`config.mk`:
```
export PLATFORM = sky130hd
export DESIGN_NAME = sdpram_be
export DESIGN_NICKNAME = d
export VERILOG_FILES = /design/src/rtl/sdpram_pkg.sv /design/src/rtl/sdpram_rd_pipe.sv /design/src/rtl/sdpram_be.sv
export SDC_FILE = /design/constraint.sdc
export NUM_CORES = 1
export LEC_CHECK = 0
export BUFFER_PORTS_ARGS = -buffer_cell sky130_fd_sc_hd__clkbuf_2
export CORE_MARGIN = 2
export CORE_UTILIZATION = 55
export CTS_BUF_LIST = sky130_fd_sc_hd__clkbuf_8
export DETAILED_ROUTE_END_ITERATION = 10
export MAX_ROUTING_LAYER = met4
export PLACE_DENSITY = 0.75
export SLEW_MARGIN = 20
export SYNTH_ARGS = -nofsm -noshare
export SYNTH_HDL_FRONTEND = slang
export SYNTH_HIERARCHICAL = 1
export SYNTH_SLANG_ARGS = --single-unit
export TNS_END_PERCENT = 1
```
`constraint.sdc`:
```
create_clock -name clk -period 2.1 [get_ports clk]
set_input_delay 0.525 -clock clk [delete_from_list [all_inputs] [get_ports clk]]
set_output_delay 0.525 -clock clk [all_outputs]
set_load 0.02 [all_outputs]
```
`src/rtl/sdpram_pkg.sv`:
```
// sdpram_pkg -- shared types, constants and helpers for sdpram_be.
//   state_t        : clear-sequence FSM states (CLEAR, RUN)
//   RDW_OLD/RDW_NEW: same-address read-during-write selection
//   byte_parity    : per-byte even-parity vector of a data word
//   *_ok functions : elaboration-time parameter legality checks
package sdpram_pkg;

  typedef enum logic [0:0] {
    CLEAR = 1'b0,
    RUN   = 1'b1
  } state_t;

  localparam int RDW_OLD = 0;
  localparam int RDW_NEW = 1;

  // Upper bounds for the width-generic parity helper; callers cast in/out.
  localparam int MAX_W  = 1024;
  localparam int MAX_NB = 128;

  // Bit i is the XOR of byte i, so byte plus parity bit has even weight.
  function automatic logic [MAX_NB-1:0] byte_parity(input logic [MAX_W-1:0] data,
                                                    input int nb, input int byte_w);
    logic [MAX_NB-1:0] p;
    p = '0;
    for (int i = 0; i < nb; i++) begin
      for (int b = 0; b < byte_w; b++) begin
        p[i] = p[i] ^ data[i*byte_w + b];
      end
    end
    return p;
  endfunction

  function automatic bit width_ok(input int w, input int bw);
    return (bw > 0) && (w > 0) && ((w % bw) == 0);
  endfunction

  function automatic bit depth_ok(input int d, input int a);
    return (d > 0) && (a > 0) && (a < 31) && ((1 << a) >= d);
  endfunction

  function automatic bit rd_lat_ok(input int l);
    return (l == 1) || (l == 2);
  endfunction

endpackage

```
`src/rtl/sdpram_rd_pipe.sv`:
```
// sdpram_rd_pipe -- read output register stage(s) for sdpram_be.
//   i_valid/i_data/i_perr : read result from the array side (request cycle)
//   o_valid               : one-cycle strobe, RD_LAT edges after i_valid
//   o_data                : read word; holds between valid reads
//   o_perr                : parity flags while o_valid, else 0
// RD_LAT=2 adds one plain pipeline stage in front of the output register.
module sdpram_rd_pipe #(
  parameter int WIDTH  = 32,
  parameter int NB     = 4,
  parameter int RD_LAT = 1
) (
  input  logic             clk,
  input  logic             rst_n,
  input  logic             i_valid,
  input  logic [WIDTH-1:0] i_data,
  input  logic [NB-1:0]    i_perr,
  output logic             o_valid,
  output logic [WIDTH-1:0] o_data,
  output logic [NB-1:0]    o_perr
);

  logic             w_valid;
  logic [WIDTH-1:0] w_data;
  logic [NB-1:0]    w_perr;

  logic             r_valid;
  logic [WIDTH-1:0] r_data;
  logic [NB-1:0]    r_perr;

  if (RD_LAT == 2) begin : g_lat2
    logic             r_s1_valid;
    logic [WIDTH-1:0] r_s1_data;
    logic [NB-1:0]    r_s1_perr;

    always_ff @(posedge clk or negedge rst_n) begin
      if (!rst_n) begin
        r_s1_valid <= 1'b0;
        r_s1_data  <= '0;
        r_s1_perr  <= '0;
      end else begin
        r_s1_valid <= i_valid;
        r_s1_data  <= i_data;
        r_s1_perr  <= i_perr;
      end
    end

    assign w_valid = r_s1_valid;
    assign w_data  = r_s1_data;
    assign w_perr  = r_s1_perr;
  end else begin : g_lat1
    assign w_valid = i_valid;
    assign w_data  = i_data;
    assign w_perr  = i_perr;
  end

  // Data only moves on a valid read so the last result stays visible.
  always_ff @(posedge clk or negedge rst_n) begin
    if (!rst_n) begin
      r_valid <= 1'b0;
      r_data  <= '0;
      r_perr  <= '0;
    end else begin
      r_valid <= w_valid;
      if (w_valid) begin
        r_data <= w_data;
      end
      r_perr <= w_valid ? w_perr : '0;
    end
  end

  assign o_valid = r_valid;
  assign o_data  = r_data;
  assign o_perr  = r_perr;

endmodule

```
`src/rtl/sdpram_be.sv`:
```
// sdpram_be -- single-clock simple dual-port RAM with byte enables.
//   clk, rst_n         : clock (rising edge), async active-low reset
//   wr_en/wr_be/wr_addr/wr_data : write port, per-byte lane enables
//   rd_en/rd_addr      : read request
//   rd_data/rd_valid   : read result after RD_LAT edges; data holds
//   init_done          : high once every word has been cleared after reset
//   rd_perr            : per-byte parity error, aligned with rd_valid
// Optional macro SDPRAM_PARITY_EN: stores one even-parity bit per byte and
// checks it on read; without it rd_perr is constant 0.
// After reset the FSM spends DEPTH cycles in CLEAR writing zeros, then sits
// in RUN; user requests are ignored until RUN.
module sdpram_be
  import sdpram_pkg::*;
#(
  parameter int WIDTH    = 32,
  parameter int DEPTH    = 16,
  parameter int ADDR     = 4,
  parameter int BYTE_W   = 8,
  parameter int RD_LAT   = 1,
  parameter int RDW_MODE = 0,
  localparam int NB      = WIDTH / BYTE_W
) (
  input  logic             clk,
  input  logic             rst_n,
  input  logic             wr_en,
  input  logic [NB-1:0]    wr_be,
  input  logic [ADDR-1:0]  wr_addr,
  input  logic [WIDTH-1:0] wr_data,
  input  logic             rd_en,
  input  logic [ADDR-1:0]  rd_addr,
  output logic [WIDTH-1:0] rd_data,
  output logic             rd_valid,
  output logic             init_done,
  output logic [NB-1:0]    rd_perr
);

  if (!width_ok(WIDTH, BYTE_W)) begin : g_bad_width
    $error("sdpram_be: WIDTH must be a non-zero multiple of BYTE_W");
  end
  if (!depth_ok(DEPTH, ADDR)) begin : g_bad_depth
    $error("sdpram_be: 2**ADDR must be >= DEPTH");
  end
  if (!rd_lat_ok(RD_LAT)) begin : g_bad_lat
    $error("sdpram_be: RD_LAT must be 1 or 2");
  end

  localparam logic [ADDR-1:0] LAST_ADDR = ADDR'(DEPTH - 1);

  state_t           r_state;
  logic [ADDR-1:0]  r_clr_cnt;
  logic             r_init_done;
  logic [WIDTH-1:0] r_mem [DEPTH];

  logic             w_run;
  logic             w_wr_ok;
  logic             w_rd_ok;
  logic             w_wr_fire;
  logic             w_rd_fire;
  logic             w_same;
  logic [WIDTH-1:0] w_rd_word;
  logic [NB-1:0]    w_rd_perr;

  assign w_run     = (r_state == RUN);
  assign w_wr_ok   = (int'(wr_addr) < DEPTH);
  assign w_rd_ok   = (int'(rd_addr) < DEPTH);
  assign w_wr_fire = w_run && wr_en && w_wr_ok;
  // Out-of-range reads still return a (zero) result at normal latency.
  assign w_rd_fire = w_run && rd_en;
  assign w_same    = w_wr_fire && (wr_addr == rd_addr);

  // Clear sequence FSM.
  always_ff @(posedge clk or negedge rst_n) begin
    if (!rst_n) begin
      r_state     <= CLEAR;
      r_clr_cnt   <= '0;
      r_init_done <= 1'b0;
    end else begin
      case (r_state)
        CLEAR: begin
          r_clr_cnt <= r_clr_cnt + 1'b1;
          if (r_clr_cnt == LAST_ADDR) begin
            r_state     <= RUN;
            r_init_done <= 1'b1;
          end
        end
        RUN:     r_state <= RUN;
        default: r_state <= CLEAR;
      endcase
    end
  end

`ifdef SDPRAM_PARITY_EN
  logic [NB-1:0] r_par [DEPTH];
  logic [NB-1:0] w_wr_par;
  logic [NB-1:0] w_rd_par;

  assign w_wr_par = NB'(byte_parity(MAX_W'(wr_data), NB, BYTE_W));
`endif

  // Storage: clear writes take priority; user writes only happen in RUN.
  always_ff @(posedge clk) begin
    if (r_state == CLEAR) begin
      r_mem[r_clr_cnt] <= '0;
`ifdef SDPRAM_PARITY_EN
      r_par[r_clr_cnt] <= '0;
`endif
    end else if (w_wr_fire) begin
      for (int i = 0; i < NB; i++) begin
        if (wr_be[i]) begin
          r_mem[wr_addr][i*BYTE_W +: BYTE_W] <= wr_data[i*BYTE_W +: BYTE_W];
`ifdef SDPRAM_PARITY_EN
          r_par[wr_addr][i] <= w_wr_par[i];
`endif
        end
      end
    end
  end

  // Read word; with RDW_NEW the enabled lanes of a same-address write bypass.
  always_comb begin
    w_rd_word = '0;
    if (w_rd_ok) begin
      w_rd_word = r_mem[rd_addr];
      if ((RDW_MODE == RDW_NEW) && w_same) begin
        for (int i = 0; i < NB; i++) begin
          if (wr_be[i]) begin
            w_rd_word[i*BYTE_W +: BYTE_W] = wr_data[i*BYTE_W +: BYTE_W];
          end
        end
      end
    end
  end

`ifdef SDPRAM_PARITY_EN
  always_comb begin
    w_rd_par = '0;
    if (w_rd_ok) begin
      w_rd_par = r_par[rd_addr];
      if ((RDW_MODE == RDW_NEW) && w_same) begin
        for (int i = 0; i < NB; i++) begin
          if (wr_be[i]) begin
            w_rd_par[i] = w_wr_par[i];
          end
        end
      end
    end
    w_rd_perr = '0;
    if (w_rd_ok) begin
      w_rd_perr = NB'(byte_parity(MAX_W'(w_rd_word), NB, BYTE_W)) ^ w_rd_par;
    end
  end
`else
  assign w_rd_perr = '0;
`endif

  sdpram_rd_pipe #(
    .WIDTH  (WIDTH),
    .NB     (NB),
    .RD_LAT (RD_LAT)
  ) u_rd_pipe (
    .clk     (clk),
    .rst_n   (rst_n),
    .i_valid (w_rd_fire),
    .i_data  (w_rd_word),
    .i_perr  (w_rd_perr),
    .o_valid (rd_valid),
    .o_data  (rd_data),
    .o_perr  (rd_perr)
  );

  assign init_done = r_init_done;

endmodule

```
==> flow_metrics.tcl, run 1 <==
set metrics [dict create \
    cts_made_buffers 86 \
    p_total_mw 22.6 \
    p_per_area_mw_per_mm2 856 \
    first_iter_violations 1068 \
    via_per_inst 6.05 \
    drt_first_pass_iters 5 \
    failed_checks "negative setup slack" \
    rsz0062_at_grt "yes" \
    wire_per_inst_um 25.9 \
    ios 86 \
    finalSetupViolCount 34 \
    p_int_mw 17.7 \
    ant_nets 0 \
    worstPathArrival_ns 2.50 \
    setup_slack_ns -0.0520 \
    clkPwrFrac_pct 39.4 \
    yosys-top-cells-area "edfxtp_1 (70%), mux4_2 (13%), dfrtp_1 (4.9%)" \
    worstPathRequired_ns 2.45 \
    final_hold_viol_count 0 \
    ir_worst_vdd_uv 476 \
    hold_class "input port to flip-flop" \
    clock-sinks 555 \
    switching_share_pct 22.0 \
    cp_cell_sequence "nor2b_1 -> o211ai_1 -> a21oi_1 -> buf_12" \
    die_h_um 203 \
    drcViolationCount 0 \
    synth_most_common_cell "edfxtp_1" \
    grt_usage_pct 25.6 \
    clkSlewWorstSetupHoldPaths_ns 0.06 \
    wl_um 49700 \
    cts_tree "built" \
    grt_pass1_wl_um 74700 \
    cpLargestDelayFamily "compound AO/OA/AOI/OAI gates" \
    chipWidth_um 203 \
    max_stage_delay_ns 0.51 \
    ys_top_cells_by_count "edfxtp_1 (512), mux4_2 (128), a21oi_1 (64), a22oi_1 (64), dfrtp_1 (43)" \
    fin_crit_sh_pct 102 \
    syn-instance-count 1052 \
    r2r_slack_ns -0.05 \
    globalplace.congestion 0.967 \
    ys_seq_elements 555 \
    yosysSeqAreaShare_pct 75.3 \
    synth_top_area_cell "edfxtp_1" \
    synth_edf_count 512 \
    fin_skew_ns 0.0306 \
    synth_area_mm2 0.0218 \
    worstMarginPinSlew_ns 0.737 \
    grt_pass1_vias 12036 \
    crit_fanout 10 \
    nNetsFinal 1374 \
    num_rows 73 \
    dieArea_mm2 0.0413 \
    cts_buffer_depth 3 \
    core_area_mm2 0.0395 \
    layout-drive-gt1-share_pct 39.7 \
    synth_flop_cell "edfxtp_1" \
    grt_max_degree 44 \
    p_comb_share_pct 6.5 \
    cap_violations 0 \
    holdWs_ns 0.380 \
    path_buf_inv 1 \
    fin_crit_ns 2.15 \
    dp_hpwl_um 31700 \
    overflow 0 \
    switchingPower_mw 4.97 \
    relSlewSlack_pct 50.7 \
    netlist.area_leader.share_pct 70.4 \
    end_kind "flip-flop" \
    outcome "finished, violations left" \
    async_reset_ff_share_pct 7.75 \
    slowest_stage "dfrtp_1" \
    syn_area_per_cell_um2 20.8 \
    yosys_warnings 6 \
    io_buffers 85 \
    insertion_delay_ns 0.66 \
    utilization_pct 67.1 \
    start_util_pct 55.4 \
    grt_antenna_before_repair 2 \
    seqPwrFrac_pct 54.1 \
    cts_root_buf "clkbuf_8" \
    worstSetupPathType "flip-flop to flip-flop" \
    slew_violations 0 \
    fmax_mhz 465 \
    startpoint_type "flip-flop" \
    yosysUniqueCellTypes 37 \
    htreeDepth 3 \
    leakage_nw 9.96 \
    vias 11628 \
    area_growth_pct 21.2 \
]
-- sequential cells by signal (all words and copies together), names as in the netlist --
| name | cells |
|---|---|
| init_done | 1 |
| u_rd_pipe/o_data | 32 |
| r_state | 1 |
| u_rd_pipe/o_perr | 4 |
| r_clr_cnt | 4 |
| r_mem | 512 |
| u_rd_pipe/o_valid | 1 |
-- what timing repair did --
item	in CTS	in global routing
gates cloned	0	0
buffers inserted	2	1
resized for setup	1	4
endpoints found under the setup margin	11	113
hold endpoints to repair	43	0
hold buffers	1	0
pin swaps	1	1
-- final timing paths --
check	startpoint	cells past startpoint	end
worst max-delay path	r_clr_cnt[1]	4	r_mem[2][14]
worst min-delay path	wr_data[1]	3	r_mem[1][1]
worst max register to register	r_clr_cnt[1]	4	r_mem[2][14]
worst min register to register	u_rd_pipe/o_data[28]	1	u_rd_pipe/o_data[28]
max in group asynchronous	rst_n	3	u_rd_pipe/o_data[14]
min in group asynchronous	rst_n	3	u_rd_pipe/o_data[28]
-- worst register-to-register path, stage by stage, from the launching register on --
cell,delay (ns)
dfrtp_1,0.51
nor2b_1,0.37
o211ai_1,0.39
a21oi_1,0.39
buf_12,0.17
-- area by class of cell --
class	count	area (um^2)
Antenna cell	1	2.50
Multi-Input combinational cell	430	5080
Timing Repair Buffer	252	2540
Clock buffer	96	1320
Clock inverter	62	405
Sequential cell	555	16500
Fill cell	2528	13000
Tap cell	525	657
-- cell usage in the layout (no fill, tap or decap), types with 10 or more instances in the layout --
master	netlist	layout
clkbuf_2	0	83
mux4_2	128	128
edfxtp_1	512	512
buf_4	13	99
buf_12	2	68
inv_1	0	20
clkinv_2	0	15
a21oi_1	64	53
clkbuf_8	0	97
a21oi_2	0	10
clkinv_1	0	16
a22oi_1	64	64
and3_1	32	32
dfrtp_1	43	43
mux2_4	26	26
nand2_1	34	34
-- power by group through the flow --
stage               sequential (mW)  combinational, mW  clock (mW)
global route                   12.2               1.58        9.55
floorplan                      12.6              0.723           0
global placement               12.5               1.46           0
detailed placement             12.5               1.49           0
finish                         12.2               1.48        8.92
CTS                            12.2               1.49        9.07
-- per-layer routing --
layer | share of wire, % | up-vias | wire, um | GRT usage, %
li1 | - | 4967 | - | -
met1 | 40 | 6042 | 19900 | 34.0
met2 | 50 | 517 | 24800 | 40.0
met3 | 6.9 | 102 | 3420 | 4.38
met4 | 3.1 | 0 | 1560 | 10.5
met5 | 0 | - | 0 | -
-- cells by family after synthesis --
group	count (synthesis)	synth area share, %
buffers and inverters	70	1.76
other	1	0.0172
XOR/XNOR	3	0.120
adder cells (fa/ha/maj)	1	0.0573
AND/OR/NAND/NOR	112	2.98
flip-flops	555	75.3
AO/OA/AOI/OAI	149	4.41
multiplexers	161	15.3
-- stage by stage --
step	instance area (um^2)	std cells	worst slack (ns)	setup TNS [ns]
after detailed placement	24700	1758	-0.367	-146.79
after global placement	24700	1758	-0.369	-137.41
final	26500	1921	-0.0520	-1.04
after global routing	26500	1921	-0.0436	-1.04
after CTS	26400	1919	0.00115	0
after floorplan	21900	1055	-0.163	-57.24
Power figures use the tool's default switching activity.
==> run 2, diff against run 1 <==
--- a/config.mk
+++ b/config.mk
@@ -12,6 +12,7 @@
 export DETAILED_ROUTE_END_ITERATION = 10
 export MAX_ROUTING_LAYER = met4
 export PLACE_DENSITY = 0.75
+export SKIP_CTS_REPAIR_TIMING = 1
 export SLEW_MARGIN = 20
 export SYNTH_ARGS = -nofsm -noshare
 export SYNTH_HDL_FRONTEND = slang
==> run 2 against run 1 <==
  * The run still ends with negative setup slack left
  * Total power barely moved
  * Highest routed layer unchanged
  * Largest power group unchanged
  * Clock power barely moved
  * Setup slack worse by 0.014 ns
  * Critical endpoint is now r_mem[4][18]
  * Combinational power hardly changed
==> flow_metrics.tcl, run 2 (synthesized netlist as in run 1, its figures left out) <==
set metrics [dict create \
    finalSetupViolCount 48 \
    dp_hpwl_um 31700 \
    ios 86 \
    num_rows 73 \
    ant_nets 0 \
    rsz0062_at_grt "yes" \
    startpoint_type "flip-flop" \
    die_h_um 203 \
    cts_made_buffers 86 \
    cap_violations 0 \
    top_register "r_mem" \
    first_iter_violations 1159 \
    whs_path_depth 3 \
    worstMarginPinSlew_ns 0.796 \
    final_common_cell "edfxtp_1" \
    outcome "finished, violations left" \
    largest_register_ffs 512 \
    grt_antenna_before_repair 2 \
    drcViolationCount 0 \
    setup_slack_ns -0.0662 \
    io_buffers 85 \
    end_kind "flip-flop" \
    relSlewSlack_pct 46.7 \
    use_met2_pct 40.0 \
    fin_crit_ns 2.17 \
    fillers 2526 \
    grt_util_met1_pct 34.0 \
    cts_tree "built" \
    grt_pass1_wl_um 74600 \
    p_total_mw 22.6 \
    fin_skew_ns 0.0342 \
    layout-drive-gt1-share_pct 39.6 \
    fin_crit_sh_pct 103 \
    fmax_mhz 462 \
    core_area_mm2 0.0395 \
    area_growth_pct 21.1 \
    worstSetupPathType "flip-flop to flip-flop" \
    clock-sinks 555 \
    slew_violations 0 \
    nNetsFinal 1372 \
    grt_max_degree 44 \
    grt_pass1_vias 11988 \
    worstPathRequired_ns 2.50 \
    final_cell_mix "edfxtp_1 (512), mux4_2 (128), clkbuf_8 (97), buf_4 (97), clkbuf_2 (83)" \
    final_hold_viol_count 0 \
    globalplace.congestion 0.967 \
    final_area_mm2 0.0264 \
    ir_worst_vdd_uv 476 \
    cts_buffer_depth 3 \
    failed_checks "negative setup slack" \
    p_per_area_mw_per_mm2 856 \
    clkSlewWorstSetupHoldPaths_ns 0.06 \
    chipWidth_um 203 \
    hold_class "input port to flip-flop" \
    rr_worst_depth 5 \
    insertion_delay_ns 0.66 \
    vias 11615 \
    start_util_pct 55.4 \
    final_cell_count_no_fill 1919 \
    postPlaceCellArea_mm2 0.0247 \
    overflow 0 \
    grt.busiest_layer "met2" \
    utilization_pct 67.0 \
    tns_ns -1.37 \
    wl_um 49700 \
    worstPathArrival_ns 2.57 \
    crit_fanout 16 \
    leakage_nw 9.95 \
    holdWs_ns 0.381 \
    dp.cells 1758 \
    drt_first_pass_iters 5 \
    htreeDepth 3 \
    via_per_inst 6.05 \
    grt_use_met3_pct 4.46 \
    dpl_worst_slack_ns -0.367 \
    dieArea_mm2 0.0413 \
    grt_usage_pct 25.6 \
    cts_root_buf "clkbuf_8" \
    wire_per_inst_um 25.9 \
]
run 2: cell count changes in the layout (fill, tap and decap cells not counted), sizes merged:
cell / change
buf: -2
run 2: final timing paths:
| path | from | end | slack (ns) |
|---|---|---|---|
| setup / recovery | r_state | r_mem[4][18] | -0.07 |
| hold / removal | wr_data[1] | r_mem[1][1] | 0.38 |
| setup reg to reg | r_state | r_mem[4][18] | -0.07 |
| hold reg to reg | u_rd_pipe/o_data[28] | u_rd_pipe/o_data[28] | 0.51 |
| max in group asynchronous | rst_n | u_rd_pipe/o_data[14] | 1.38 |
| min in group asynchronous | rst_n | u_rd_pipe/o_data[28] | 0.43 |
run 2: layout make-up:
| type | instances | area, um^2 | area share (%) |
|---|---|---|---|
| clock buffers | 96 | 1320 | 5.00 |
| clock inverters | 62 | 405 | 1.53 |
| diodes | 1 | 2.50 | 0.00946 |
| flip-flops and latches | 555 | 16500 | 62.2 |
| multi-input cells | 430 | 5080 | 19.2 |
| repair buffers | 250 | 2530 | 9.56 |
| well taps | 525 | 657 | 2.48 |
run 2: routing by layer:
metal  wire, um  part of all wire [%]
met5          0                     0
met3       3480                   7.0
met2      24800                    50
met1      19900                    40
met4       1500                   3.0
run 2: worst max-delay path, cell delays in order (launching register included):
cell	delay, ns
dfrtp_1	0.41
nand2_2	0.14
buf_4	0.22
o211ai_1	0.65
a21oi_1	0.28
buf_12	0.21
run 2: power breakdown:
| part | switching, mW | total (mW) | internal [mW] |
|---|---|---|---|
| clock | 4.10 | 8.92 | 4.83 |
| sequential | 0.0558 | 12.2 | 12.2 |
| combinational | 0.820 | 1.48 | 0.660 |
| total | 4.97 | 22.6 | 17.7 |
